$ cat src/rtl/div_bfloat16_seq.sv
// Sequential bfloat16 divider: restoring radix-2 significand division, one quotient
// bit per clock, fixed latency for every operand class, valid/ready on both sides.
module div_bfloat16_seq #(
  parameter int N_SIG  = 7,
  parameter int N_EXP  = 8,
  parameter int N_DATA = N_EXP + N_SIG + 1
) (
  input  logic              clk,
  input  logic              rst,
  input  logic              in_valid,
  output logic              in_ready,
  input  logic [N_DATA-1:0] a,
  input  logic [N_DATA-1:0] b,
  input  logic [2:0]        rnd,
  output logic              out_valid,
  input  logic              out_ready,
  output logic [N_DATA-1:0] o,
  output logic [7:0]        status
);

  localparam int BIAS = 2 ** (N_EXP - 1) - 1;
  localparam int MW   = N_SIG + 1;
  localparam int QW   = N_SIG + 2;
  localparam int RW   = N_SIG + 3;
  localparam int EW   = N_EXP + 2;
  localparam int CW   = $clog2(N_SIG + 2);
  localparam logic [CW-1:0]        CNT_LAST = CW'(N_SIG + 1);
  localparam logic signed [EW-1:0] EMAX     = EW'(2 ** N_EXP - 1);
  localparam logic [N_EXP-1:0]     EXP_ONES = '1;
  localparam int S_ZERO = 0, S_INF = 1, S_INV = 2, S_TINY = 3;
  localparam int S_HUGE = 4, S_INEX = 5, S_DIVZ = 7;

  typedef enum logic [2:0] {IDLE, UNPACK, ITER, ROUND, DONE} state_t;

  state_t state_r, state_nxt;

  logic [N_DATA-1:0]     a_r, b_r;
  logic [2:0]            rnd_r;
  logic                  sign_r;
  logic signed [EW-1:0]  exp_r;
  logic [MW-1:0]         mb_r;
  logic [RW-1:0]         rem_r;
  logic [QW-1:0]         q_r;
  logic [CW-1:0]         cnt_r;
  logic                  cls_nan, cls_divz, cls_inf, cls_zero;
  logic [N_DATA-1:0]     o_r;
  logic [7:0]            status_r;

  logic [N_EXP-1:0]      ea, eb;
  logic [N_SIG-1:0]      fa, fb;
  logic [MW-1:0]         ma, mb;
  logic                  adj;
  logic [RW-1:0]         rem0;
  logic signed [EW-1:0]  e0;
  logic                  a_nan, a_inf, a_zero, b_nan, b_inf, b_zero;

  logic                  ge;
  logic [RW-1:0]         diff;

  logic                  guard, sticky, lsb, round_up, carry;
  logic [QW-1:0]         sum;
  logic [N_SIG-1:0]      mant;
  logic signed [EW-1:0]  e_fin;
  logic [N_DATA-1:0]     o_nxt;
  logic [7:0]            status_nxt;

  always_ff @(posedge clk) begin
    if (rst) state_r <= IDLE;
    else     state_r <= state_nxt;
  end

  always_comb begin
    state_nxt = state_r;
    case (state_r)
      IDLE:    if (in_valid) state_nxt = UNPACK;
      UNPACK:  state_nxt = ITER;
      ITER:    if (cnt_r == CNT_LAST) state_nxt = ROUND;
      ROUND:   state_nxt = DONE;
      DONE:    if (out_ready) state_nxt = IDLE;
      default: state_nxt = IDLE;
    endcase
  end

  always_comb begin
    in_ready  = (state_r == IDLE) && !rst;
    out_valid = (state_r == DONE);
  end

  // Operand decode; a zero exponent field flushes the operand to zero.
  always_comb begin
    ea     = a_r[N_DATA-2 -: N_EXP];
    eb     = b_r[N_DATA-2 -: N_EXP];
    fa     = a_r[N_SIG-1:0];
    fb     = b_r[N_SIG-1:0];
    ma     = (ea == '0) ? '0 : {1'b1, fa};
    mb     = (eb == '0) ? '0 : {1'b1, fb};
    adj    = (ma < mb);
    rem0   = adj ? {1'b0, ma, 1'b0} : {2'b00, ma};
    e0     = EW'(ea) - EW'(eb) + EW'(BIAS) - EW'(adj);
    a_zero = (ea == '0);
    b_zero = (eb == '0);
    a_nan  = (ea == EXP_ONES) && (fa != '0);
    b_nan  = (eb == EXP_ONES) && (fb != '0);
    a_inf  = (ea == EXP_ONES) && (fa == '0);
    b_inf  = (eb == EXP_ONES) && (fb == '0);
  end

  always_comb begin
    ge   = (rem_r >= {2'b00, mb_r});
    diff = ge ? (rem_r - {2'b00, mb_r}) : rem_r;
  end

  // Rounding and final classification, highest-priority special case first.
  always_comb begin
    guard = q_r[0];
    lsb   = q_r[1];
    sticky = (rem_r != '0);
    case (rnd_r)
      3'd1:    round_up = 1'b0;
      3'd2:    round_up = !sign_r && (guard || sticky);
      3'd3:    round_up = sign_r && (guard || sticky);
      3'd4:    round_up = guard;
      default: round_up = guard && (sticky || lsb);
    endcase
    sum   = {1'b0, q_r[QW-1:1]} + QW'(round_up);
    carry = sum[QW-1];
    mant  = carry ? sum[N_SIG:1] : sum[N_SIG-1:0];
    e_fin = exp_r + EW'(carry);

    o_nxt              = {sign_r, e_fin[N_EXP-1:0], mant};
    status_nxt         = '0;
    status_nxt[S_INEX] = guard || sticky;
    if (cls_nan) begin
      o_nxt             = {1'b0, EXP_ONES, 1'b1, {(N_SIG-1){1'b0}}};
      status_nxt        = '0;
      status_nxt[S_INV] = 1'b1;
    end else if (cls_divz) begin
      o_nxt              = {sign_r, EXP_ONES, {N_SIG{1'b0}}};
      status_nxt         = '0;
      status_nxt[S_INF]  = 1'b1;
      status_nxt[S_DIVZ] = 1'b1;
    end else if (cls_inf) begin
      o_nxt             = {sign_r, EXP_ONES, {N_SIG{1'b0}}};
      status_nxt        = '0;
      status_nxt[S_INF] = 1'b1;
    end else if (cls_zero) begin
      o_nxt              = {sign_r, {(N_DATA-1){1'b0}}};
      status_nxt         = '0;
      status_nxt[S_ZERO] = 1'b1;
    end else if (e_fin >= EMAX) begin
      status_nxt         = '0;
      status_nxt[S_HUGE] = 1'b1;
      status_nxt[S_INEX] = 1'b1;
      if ((rnd_r == 3'd1) || (rnd_r == 3'd2 && sign_r) || (rnd_r == 3'd3 && !sign_r)) begin
        o_nxt = {sign_r, EXP_ONES - 1'b1, {N_SIG{1'b1}}};
      end else begin
        o_nxt             = {sign_r, EXP_ONES, {N_SIG{1'b0}}};
        status_nxt[S_INF] = 1'b1;
      end
    end else if (e_fin <= 0) begin
      o_nxt              = {sign_r, {(N_DATA-1){1'b0}}};
      status_nxt         = '0;
      status_nxt[S_ZERO] = 1'b1;
      status_nxt[S_TINY] = 1'b1;
      status_nxt[S_INEX] = 1'b1;
    end
  end

  // The iteration runs for special cases too, so latency never depends on the operands.
  always_ff @(posedge clk) begin
    if (rst) begin
      o_r      <= '0;
      status_r <= '0;
    end else begin
      case (state_r)
        IDLE: if (in_valid) begin
          a_r   <= a;
          b_r   <= b;
          rnd_r <= rnd;
        end
        UNPACK: begin
          sign_r   <= a_r[N_DATA-1] ^ b_r[N_DATA-1];
          exp_r    <= e0;
          mb_r     <= mb;
          rem_r    <= rem0;
          q_r      <= '0;
          cnt_r    <= '0;
          cls_nan  <= a_nan || b_nan || (a_zero && b_zero) || (a_inf && b_inf);
          cls_divz <= b_zero && !a_inf;
          cls_inf  <= a_inf;
          cls_zero <= a_zero || b_inf;
        end
        ITER: begin
          rem_r <= diff << 1;
          q_r   <= {q_r[QW-2:0], ge};
          cnt_r <= cnt_r + 1'b1;
        end
        ROUND: begin
          o_r      <= o_nxt;
          status_r <= status_nxt;
        end
        default: ;
      endcase
    end
  end

  assign o      = o_r;
  assign status = status_r;

endmodule

$ cat config.mk
export PLATFORM = sky130hd
export DESIGN_NAME = div_bfloat16_seq
export DESIGN_NICKNAME = d
export VERILOG_FILES = /design/src/rtl/div_bfloat16_seq.sv
export SDC_FILE = /design/constraint.sdc
export NUM_CORES = 1
export LEC_CHECK = 0
export BUFFER_PORTS_ARGS = -buffer_cell sky130_fd_sc_hd__buf_4
export CORE_MARGIN = 2
export CORE_UTILIZATION = 54
export DETAILED_ROUTE_END_ITERATION = 10
export PLACE_DENSITY = 0.82
export RECOVER_POWER = 25
export REMOVE_ABC_BUFFERS = 1
export SYNTH_ARGS = -nofsm -noshare
export SYNTH_HDL_FRONTEND = slang
export SYNTH_SLANG_ARGS = --single-unit
$ cat constraint.sdc
create_clock -name clk -period 4.14 [get_ports clk]
set_input_delay 0.621 -clock clk [delete_from_list [all_inputs] [get_ports clk]]
set_output_delay 0.621 -clock clk [all_outputs]
set_load 0.005 [all_outputs]
==> results of run 1 <==
[metrics by stage]
step           cell area (um^2)  hold slack [ns]
2_1_floorplan              5940            0.442
5_1_grt                    7320            0.399
4_1_cts                    7080            0.386
3_3_place_gp               6830            0.441
6_report                   7320            0.434
3_5_place_dp               6830            0.449
[cell type report]
| type | instances | area, um^2 | area share |
|---|---|---|---|
| multi-input cells | 393 | 3030 | 0.415 |
| inverters | 43 | 165 | 0.0226 |
| well taps | 140 | 175 | 0.0239 |
| repair buffers | 109 | 811 | 0.111 |
| flip-flops and latches | 107 | 2950 | 0.404 |
| clock buffers | 10 | 128 | 0.0174 |
| clock inverters | 6 | 50.0 | 0.00684 |
[repair_timing]
item                       CTS  global route
resized for setup           10            32
setup endpoints to repair   17            22
buffers inserted             4            12
pin swaps                    4            26
[cells in the mapped netlist, drive strengths merged (6+ instances only)]
library cell   n
a21o          10
a21oi         30
a31oi          7
a32oi          6
and2          12
and3          14
buf           11
clkbuf         7
dfxtp         26
edfxtp        81
ha            39
inv           42
nand2         45
nand3         11
nand4         11
nor2          46
nor3          14
nor4          14
o21ai         23
o21bai         8
o22ai          6
xnor2         18
xor2          15
[sequential cells by signal (all words and copies together) (netlist names)]
register,cells
status,7
state_r,3
a_r,16
mb_r,8
exp_r,10
rnd_r,3
o,16
b_r,16
cnt_r,4
cls_nan,1
rem_r,10
cls_zero,1
cls_divz,1
sign_r,1
cls_inf,1
q_r,9
[cells by family (layout without fill, tap and decap cells)]
kind of cell / count (synthesis) / count (layout)
flops: 107 / 107
mux: 8 / 8
simple gates: 190 / 190
other cells: 1 / 1
fa+ha+maj: 42 / 42
buf+inv: 61 / 168
compound gates: 119 / 119
xor+xnor: 33 / 33
[final timing paths]
path,from,end,slack (ns),cells past startpoint
worst max-delay path,rnd_r[1],o[1],-0.0008,20
worst min-delay path,b[0],b_r[0],0.43,1
worst max register to register,rnd_r[1],o[1],-0.0008,20
worst min register to register,status[2],status[2],0.46,2
[power by group]
group / leakage (nW) / total, mW / switching [mW] / internal, mW
registers: 0.955 / 1.33 / 0.0713 / 1.26
logic: 1.93 / 0.608 / 0.312 / 0.296
clock network: 0.0888 / 0.587 / 0.361 / 0.226
total: 2.98 / 2.52 / 0.744 / 1.78
[per-layer routing]
metal / wire length (um) / track usage
met1: 5360 / 0.276
met2: 6330 / 0.356
met3: 733 / 0.0474
met4: 155 / 0.0750
met5: 0 / 0
==> qor.csv, run 1 <==
stage,metric,value,unit
synthesis,multiplexer share of the synthesized area,0.0168,
timing,post-route minimum period,4.14,ns
finish,Filler cells,811,
routing,DR vias/cell,5.67,
timing,post-route setup slack,-0.000754,ns
synthesis,post-synthesis xor/xnor area fraction,0.0510,
die,initial core utilization,0.554,
synthesis,synthesized area per cell,10.8,um^2
setup_path,CP Class,flop to flop,
timing,RSZ-0062 raised after global routing,yes,
synthesis,Post-Syn Area,0.00604,mm^2
routing,Routed Antenna Nets,0,
clocking,Worst-path clk slew,0.10,ns
status,status,"finished, violations left",
setup_path,CP Capture Type,flop,
routing,total wire length,12600,um
placed_design,RePlAce Congestion,0.879,
timing,# setup viols final,1,
synthesis,combinational family with the most area after synthesis,simple AND/OR/NAND/NOR gates,
timing,final hold violations,0,
finish,"commonest non-fill, non-tap cell in the layout",edfxtp_1,
finish,Layout area overhead,21.2,%
finish,Layout Utilization,0.672,
timing,Worst Skew,0.0133,ns
routing,DR WL/cell,15.6,um
timing,Worst slew margin,0.117,
placed_design,DP Worst Slack,-0.103,ns
setup_path,"CP delay by family, top",simple AND/OR/NAND/NOR gates,
setup_path,crit path max-delay cell type,edfxtp_1,
synthesis,post-synthesis simple-gate area fraction,0.170,
synthesis,flop and latch count out of synthesis,107,
finish,"commonest non-fill, non-tap cells in the layout","edfxtp_1 (81), buf_4 (68), nand2_1 (44)",
synthesis,share of the synthesized area in the top cell type,0.403,
global_route,Overflow after GRT,0,
setup_path,CP max FO,5,
setup_path,delay of the slowest cell on the worst path,0.45,ns
hold_path,hold crit path type,input port to flop,
synthesis,top cell type by total area after synthesis,edfxtp_1,
timing,setup tns final,-0.000754,ns
routing,vias,4579,
timing,fin. max-slew vios,0,
clocking,CTS Hold Buffers Added,0,
synthesis,Synth cell types,74,
setup_path,CP Cell Sequence,and3b_1 > ha_1 > nand3b_1 > a21oi_2 > ha_2 > ha_4 > and3_4 > and3_4 > nand3_4 > inv_4 > ha_4 > buf_6 > and3_4 > nand3_4 > o311a_1 > buf_4 > o31a_4 > nor2_8 > mux2_4 > o21ai_2,
timing,Slew @ Worst Pin,1.32,ns
routing,# DRC,0,
synthesis,Synth Area in Adders,0.0908,
global_route,largest net degree at the start of global routing,36,
synthesis,"top cells by area, synth","edfxtp_1 (40%), dfxtp_1 (8.6%), ha_1 (8.1%)",
finish,share of cells above drive strength 1,0.263,
die,total die area,0.0120,mm^2
die,Chip Height,110,um
setup_path,WP data arrival,4.45,ns
finish,final std cells w/o fill,808,
synthesis,synthesized instance count,561,
clocking,Max Buffers Root-to-Sink,2,
power,Overall Power,2.52,mW
clocking,CTS root buf,clkbuf_8,
synthesis,"EDFF count, synth",81,
clocking,# H-tree levels,3,
die,IO Count,65,
placed_design,I/O Buffers,63,
timing,Fmax,242,MHz
clocking,CTS tree,built,
global_route,first-pass GRT wire length,20000,um
die,Core Footprint,0.0109,mm^2
timing,part of the cycle the worst path needs,1.00,
synthesis,Ys Warns,0,
routing,initial drt markers,331,
setup_path,Critical Path RT,4.45,ns
setup_path,Buf/Inv on CP,3,
clocking,clk sink count,107,
finish,number of diodes,0,
power,Worst VDD drop,0.289,mV
global_route,vias in the first global route,4358,
synthesis,async set-reset flop share out of synthesis,0,
die,Cell Rows,38,
clocking,Num CTS Buffers,9,
synthesis,Compound-Gate Fraction of Synth Area,0.139,
global_route,initial antenna violation count,0,
status,failing checks,setup timing,
routing,Pre-antenna DRT Iters,4,
die,die extent in x,110,um
power,Lkg Pwr,2.98,nW
clocking,clk_lat worst skew,0.38,ns
setup_path,Worst setup SP type,flop,
global_route,Tot GR Track Use,0.214,
placed_design,HPWL Detailed,9110,um
synthesis,Synth Flop Type,edfxtp_1,
flow_run,MaxCap Viol Count,0,
finish,final net count,744,
setup_path,CP dominant cell by count,and3_4,
placed_design,placed insts,776,
power,PD cells,345,mW/mm^2
synthesis,post-synthesis sequential area ratio,0.489,
(Power assumes the default switching activity.)
==> inputs of run 2 (changes only) <==
--- a/config.mk
+++ b/config.mk
@@ -6,10 +6,12 @@
 export NUM_CORES = 1
 export LEC_CHECK = 0
 export BUFFER_PORTS_ARGS = -buffer_cell sky130_fd_sc_hd__buf_4
+export CELL_PAD_IN_SITES_DETAIL_PLACEMENT = 1
+export CELL_PAD_IN_SITES_GLOBAL_PLACEMENT = 1
 export CORE_MARGIN = 2
-export CORE_UTILIZATION = 54
+export CORE_UTILIZATION = 42
 export DETAILED_ROUTE_END_ITERATION = 10
-export PLACE_DENSITY = 0.82
+export PLACE_DENSITY = 0.81
 export RECOVER_POWER = 25
 export REMOVE_ABC_BUFFERS = 1
 export SYNTH_ARGS = -nofsm -noshare
==> run 2 against run 1 <==
  * Register-to-register slack gained 0.02 ns
  * Non-clock buffer count grew 7
  * Cell count grew 5.8%
  * Utilization shrank 13 points
  * Clock power grew 43%
  * Largest power group unchanged
  * Fmax grew 0.47%
  * Wire length grew 24%
  * Setup slack gained 0.019 ns
  * Via count grew 3.2%
  * Critical path depth shrank 3
  * The flow now finishes without violations
  * Worst hold slack gained 0.018 ns
  * Total power grew 12%
==> qor.csv, run 2 (synthesized netlist as in run 1, its figures left out) <==
stage,metric,value,unit
die,die extent in x,124,um
hold_path,Worst Hold Depth,1,
finish,Final Cell Area,0.00753,mm^2
hold_path,hold crit path type,input port to flop,
timing,Worst Skew,0.0106,ns
routing,vias,4727,
timing,RSZ-0062 raised after global routing,yes,
finish,number of diodes,0,
die,initial core utilization,0.433,
clocking,CTS tree,built,
timing,Fmax,243,MHz
clocking,CTS Hold Buffers Added,0,
global_route,initial antenna violation count,0,
setup_path,CP Cell Sequence,or4_4 > or2_4 > and2_4 > ha_4 > a21o_1 > a2111oi_4 > o21ai_2 > ha_2 > ha_4 > fa_2 > a21oi_2 > nor2_1 > nor2_1 > o21bai_1 > a21oi_2 > nor2b_1 > nor3_1,
setup_path,CP Capture Type,flop,
setup_path,reg2reg setup slack,0.02,ns
routing,# DRC,0,
setup_path,Critical Path RT,4.34,ns
setup_path,Reg2Reg Depth,17,
clocking,clk sink count,107,
timing,final hold violations,0,
finish,share of cells above drive strength 1,0.281,
routing,initial drt markers,282,
routing,Pre-antenna DRT Iters,4,
die,Core Footprint,0.0139,mm^2
timing,# setup viols final,0,
setup_path,CP Class,flop to flop,
global_route,largest net degree at the start of global routing,36,
placed_design,HPWL Detailed,11300,um
finish,Layout area overhead,24.8,%
routing,DR vias/cell,5.53,
die,Cell Rows,43,
global_route,vias in the first global route,4928,
setup_path,Worst setup SP type,flop,
clocking,CTS root buf,clkbuf_16,
setup_path,Reg-to-Reg End,exp_r[9],
timing,Slew @ Worst Pin,0.931,ns
status,status,finished clean,
clocking,Num CTS Buffers,9,
die,IO Count,65,
flow_run,MaxCap Viol Count,0,
finish,final net count,751,
clocking,clk_lat worst skew,0.36,ns
setup_path,worst flop-to-flop path startpoint,a_r[8],
clocking,Max Buffers Root-to-Sink,2,
timing,fin. max-slew vios,0,
global_route,first-pass GRT wire length,24500,um
routing,total wire length,15600,um
clocking,# H-tree levels,3,
power,Lkg Pwr,3.06,nW
finish,Layout Utilization,0.541,
global_route,Tot GR Track Use,0.208,
die,Chip Height,124,um
die,total die area,0.0153,mm^2
power,PD cells,374,mW/mm^2
hold_path,hold path startpoint,b[5],
timing,Fin Hold WS,0.452,ns
routing,DR WL/cell,18.3,um
timing,Worst slew margin,0.374,
finish,"commonest non-fill, non-tap cell in the layout",edfxtp_1,
finish,"commonest non-fill, non-tap cells in the layout","edfxtp_1 (81), buf_4 (77), nand2_1 (44)",
clocking,Worst-path clk slew,0.08,ns
routing,Routed Antenna Nets,0,
setup_path,CP max FO,4,
power,Worst VDD drop,0.259,mV
hold_path,Min-Delay Endpoint,b_r[5],
placed_design,I/O Buffers,63,
timing,post-route minimum period,4.12,ns
setup_path,crit path max-delay cell type,or4_4,
placed_design,RePlAce Congestion,0.858,
global_route,Overflow after GRT,0,
setup_path,WP data arrival,4.32,ns
placed_design,placed cell areas,0.00695,mm^2
timing,part of the cycle the worst path needs,0.996,
setup_path,delay of the slowest cell on the worst path,0.55,ns
-- run 2: changes by cell type in the layout (fill, tap and decap cells not counted), sizes merged --
cell | before | now
clkinv | 4 | 3
inv | 44 | 45
clkinvlp | 1 | 2
buf | 72 | 78
-- run 2: how the worst max path moves through the flow --
stage	to	from	cells after the start	slack, ns
4_1_cts	o[0]	rnd_r[1]	21	-0.001
3_5_place_dp	o[0]	rem_r[0]	19	-0.20
2_1_floorplan	exp_r[9]	a_r[8]	17	-0.12
3_3_place_gp	exp_r[9]	a_r[12]	17	0.01
5_1_grt	exp_r[9]	a_r[13]	17	-0.14
6_report	exp_r[9]	a_r[8]	17	0.02
-- run 2: critical path: cells and delay by family, from the launching register on --
| kind | cells | cell delay (ns) |
|---|---|---|
| flops | 1 | 0.41 |
| simple gates | 7 | 1.43 |
| compound gates | 6 | 1.16 |
| fa+ha+maj | 4 | 0.97 |
-- run 2: layout make-up --
class,count,area (um^2)
clock inverter,7,51.3
fill,1512,6400
sequential,107,2950
multi-input combinational,393,3050
tap,180,225
timing repair buffer,116,867
clock buffer,9,225
inverter,43,163
-- run 2: timing repair --
item,in CTS,in global routing
endpoints found under the setup margin,21,22
pin swaps,9,18
cloned,0,0
endpoints found under the hold margin,0,0
resized for setup,13,27
setup buffers,4,9
-- run 2: routing by layer --
layer / wire [um] / global-route usage / up-vias / part of all wire
met2: 8230 / 0.365 / 105 / 0.53
met3: 533 / 0.0490 / 15 / 0.034
met5: 0 / 0 / - / 0
met4: 197 / 0.0689 / 0 / 0.013
met1: 6660 / 0.250 / 2326 / 0.43
li1: - / - / 2281 / -
-- run 2: metrics by stage --
| step | cells | worst slack (ns) | setup TNS, ns | power, mW |
|---|---|---|---|---|
| 2_1_floorplan | 543 | -0.121 | -0.211 | 1.73 |
| 3_3_place_gp | 826 | 0.0127 | 0 | 1.89 |
| 3_5_place_dp | 826 | -0.204 | -2.88 | 1.94 |
| 4_1_cts | 846 | -0.00137 | -0.00137 | 2.79 |
| 5_1_grt | 855 | -0.137 | -1.28 | 2.95 |
| 6_report | 855 | 0.0186 | 0 | 2.82 |
-- run 2: where the power goes --
part / internal (mW) / total [mW] / switching [mW]
Sequential: 1.26 / 1.33 / 0.0737
Combinational: 0.309 / 0.649 / 0.340
Clock: 0.413 / 0.842 / 0.429
==> inputs of run 3 (changes only) <==
--- a/config.mk
+++ b/config.mk
@@ -8,10 +8,10 @@
 export BUFFER_PORTS_ARGS = -buffer_cell sky130_fd_sc_hd__buf_4
 export CELL_PAD_IN_SITES_DETAIL_PLACEMENT = 1
 export CELL_PAD_IN_SITES_GLOBAL_PLACEMENT = 1
-export CORE_MARGIN = 2
-export CORE_UTILIZATION = 42
+export CORE_MARGIN = 5
+export CORE_UTILIZATION = 47
 export DETAILED_ROUTE_END_ITERATION = 10
-export PLACE_DENSITY = 0.81
+export PLACE_DENSITY = 0.85
 export RECOVER_POWER = 25
 export REMOVE_ABC_BUFFERS = 1
 export SYNTH_ARGS = -nofsm -noshare
==> constraint.sdc (replaced) <==
create_clock -name clk -period 4.47 [get_ports clk]
set_input_delay 0.6705 -clock clk [delete_from_list [all_inputs] [get_ports clk]]
set_output_delay 0.6705 -clock clk [all_outputs]
set_load 0.005 [all_outputs]
==> run 3 against run 2 <==
  * Wire length is 2.5% lower
  * Die area is 0.89% lower
  * Critical path depth is 2 higher
  * Worst hold slack better by 0.0041 ns
  * Global-route usage is 0.47 points lower
  * Critical endpoint is now o[0]
==> qor.csv, run 3 (synthesized netlist as in run 1, its figures left out) <==
stage,metric,value,unit
flow_run,MaxCap Viol Count,0,
power,sw power,0.715,mW
die,Core Footprint,0.0126,mm^2
timing,Fin Hold WS,0.456,ns
setup_path,WP data arrival,4.61,ns
timing,Worst Skew,0.0105,ns
clocking,Worst-path clk slew,0.07,ns
setup_path,Worst setup SP type,flop,
finish,final std cells w/o fill,812,
timing,fin. max-slew vios,0,
finish,Final Cell Area,0.00707,mm^2
die,Chip Height,123,um
power,part of the power in combinational logic,0.213,
global_route,largest net degree at the start of global routing,36,
finish,number of diodes,0,
finish,final net count,716,
finish,Layout Utilization,0.560,
routing,Routed Antenna Nets,0,
clocking,clk_lat worst skew,0.36,ns
finish,share of cells above drive strength 1,0.200,
global_route,Tot GR Track Use,0.203,
finish,"commonest non-fill, non-tap cell in the layout",edfxtp_1,
clocking,Max Buffers Root-to-Sink,2,
routing,Pre-antenna DRT Iters,4,
power,clock power share,0.292,
timing,final hold violations,0,
timing,post-route minimum period,4.33,ns
die,total die area,0.0152,mm^2
routing,DR vias/cell,5.68,
timing,post-route setup slack,0.144,ns
power,Int Power,1.78,mW
placed_design,placed cell areas,0.00673,mm^2
routing,vias,4609,
finish,Filler cells,1389,
timing,Fmax,231,MHz
clocking,Num CTS Buffers,9,
clocking,CTS Hold Buffers Added,0,
power,Sw Ratio,0.287,
die,IO Count,65,
setup_path,CP Class,flop to flop,
timing,Slew @ Worst Pin,1.31,ns
setup_path,CP max FO,6,
status,status,finished clean,
hold_path,hold crit path type,flop to flop,
finish,Layout area overhead,17.1,%
placed_design,placed insts,790,
routing,# DRC,0,
die,initial core utilization,0.478,
routing,initial drt markers,211,
setup_path,Critical Path RT,4.76,ns
die,Cell Rows,41,
placed_design,HPWL Detailed,11600,um
finish,"commonest non-fill, non-tap cells in the layout","edfxtp_1 (81), nand2_1 (44), buf_4 (43)",
timing,part of the cycle the worst path needs,0.968,
die,die extent in x,123,um
global_route,first-pass GRT wire length,23900,um
global_route,vias in the first global route,4904,
clocking,# H-tree levels,3,
setup_path,CP Capture Type,flop,
placed_design,DP Worst Slack,-0.00664,ns
power,Overall Power,2.49,mW
clocking,CTS root buf,clkbuf_16,
timing,setup tns final,0,ns
clocking,CTS tree,built,
global_route,initial antenna violation count,0,
power,Seq pwr share,0.495,
power,PD cells,352,mW/mm^2
routing,total wire length,15200,um
placed_design,RePlAce Congestion,0.855,
timing,Worst slew margin,0.126,
timing,# setup viols final,0,
routing,DR WL/cell,18.7,um
placed_design,I/O Buffers,63,
power,Lkg Pwr,2.88,nW
global_route,Overflow after GRT,0,
clocking,clk sink count,107,
power,Worst VDD drop,0.341,mV
-- run 3: area by class of cell --
type                       instances  area [um^2]  area share
inverter                          43          163      0.0230
tap                              172          215      0.0304
clock buffer                      11          233      0.0329
timing repair buffer              81          593      0.0839
multi-input combinational        393         2890       0.408
clock inverter                     5         28.8     0.00407
sequential                       107         2950       0.418
-- run 3: repair_timing --
item	4_1_cts	5_1_grt
buffers inserted	0	6
pin swaps	0	8
gates resized for setup	1	12
endpoints found under the setup margin	1	14
-- run 3: path summary, 6_finish.rpt --
check	from	to	slack, ns	cells past startpoint
setup / recovery	rem_r[5]	o[0]	0.14	19
hold / removal	status[2]	status[2]	0.46	2
setup reg to reg	rem_r[5]	o[0]	0.14	19
hold reg to reg	status[2]	status[2]	0.46	2
-- run 3: worst max-delay path: stages, from the launching register on --
cell and delay [ns]:
edfxtp_1 0.46, nor4_2 0.36, nand3_1 0.21, o221ai_2 0.21, a21oi_1 0.10, ha_2 0.20, ha_1 0.20, and3_1 0.20
and3_1 0.21, nand3_1 0.12, inv_1 0.08, ha_1 0.21, ha_2 0.21, and4_4 0.21, o2111ai_1 0.12, o311a_1 0.27
o31ai_2 0.10, a2111oi_4 0.47, o21ai_1 0.14, a21oi_1 0.16
-- run 3: power groups by stage --
| stage | clock [mW] | combinational (mW) | sequential [mW] |
|---|---|---|---|
| after CTS | 0.745 | 0.522 | 1.23 |
| after floorplan | 0 | 0.369 | 1.23 |
| after global placement | 0 | 0.483 | 1.24 |
| after global routing | 0.787 | 0.589 | 1.24 |
| final | 0.728 | 0.531 | 1.23 |
| after detailed placement | 0 | 0.516 | 1.25 |
-- run 3: metal layers --
layer | vias to the layer above | global-route usage | part of all wire
met4 | 0 | 0.0830 | 0.019
met5 | - | 0 | 0
met2 | 98 | 0.370 | 0.54
met1 | 2286 | 0.234 | 0.41
li1 | 2207 | - | -
met3 | 18 | 0.0361 | 0.040
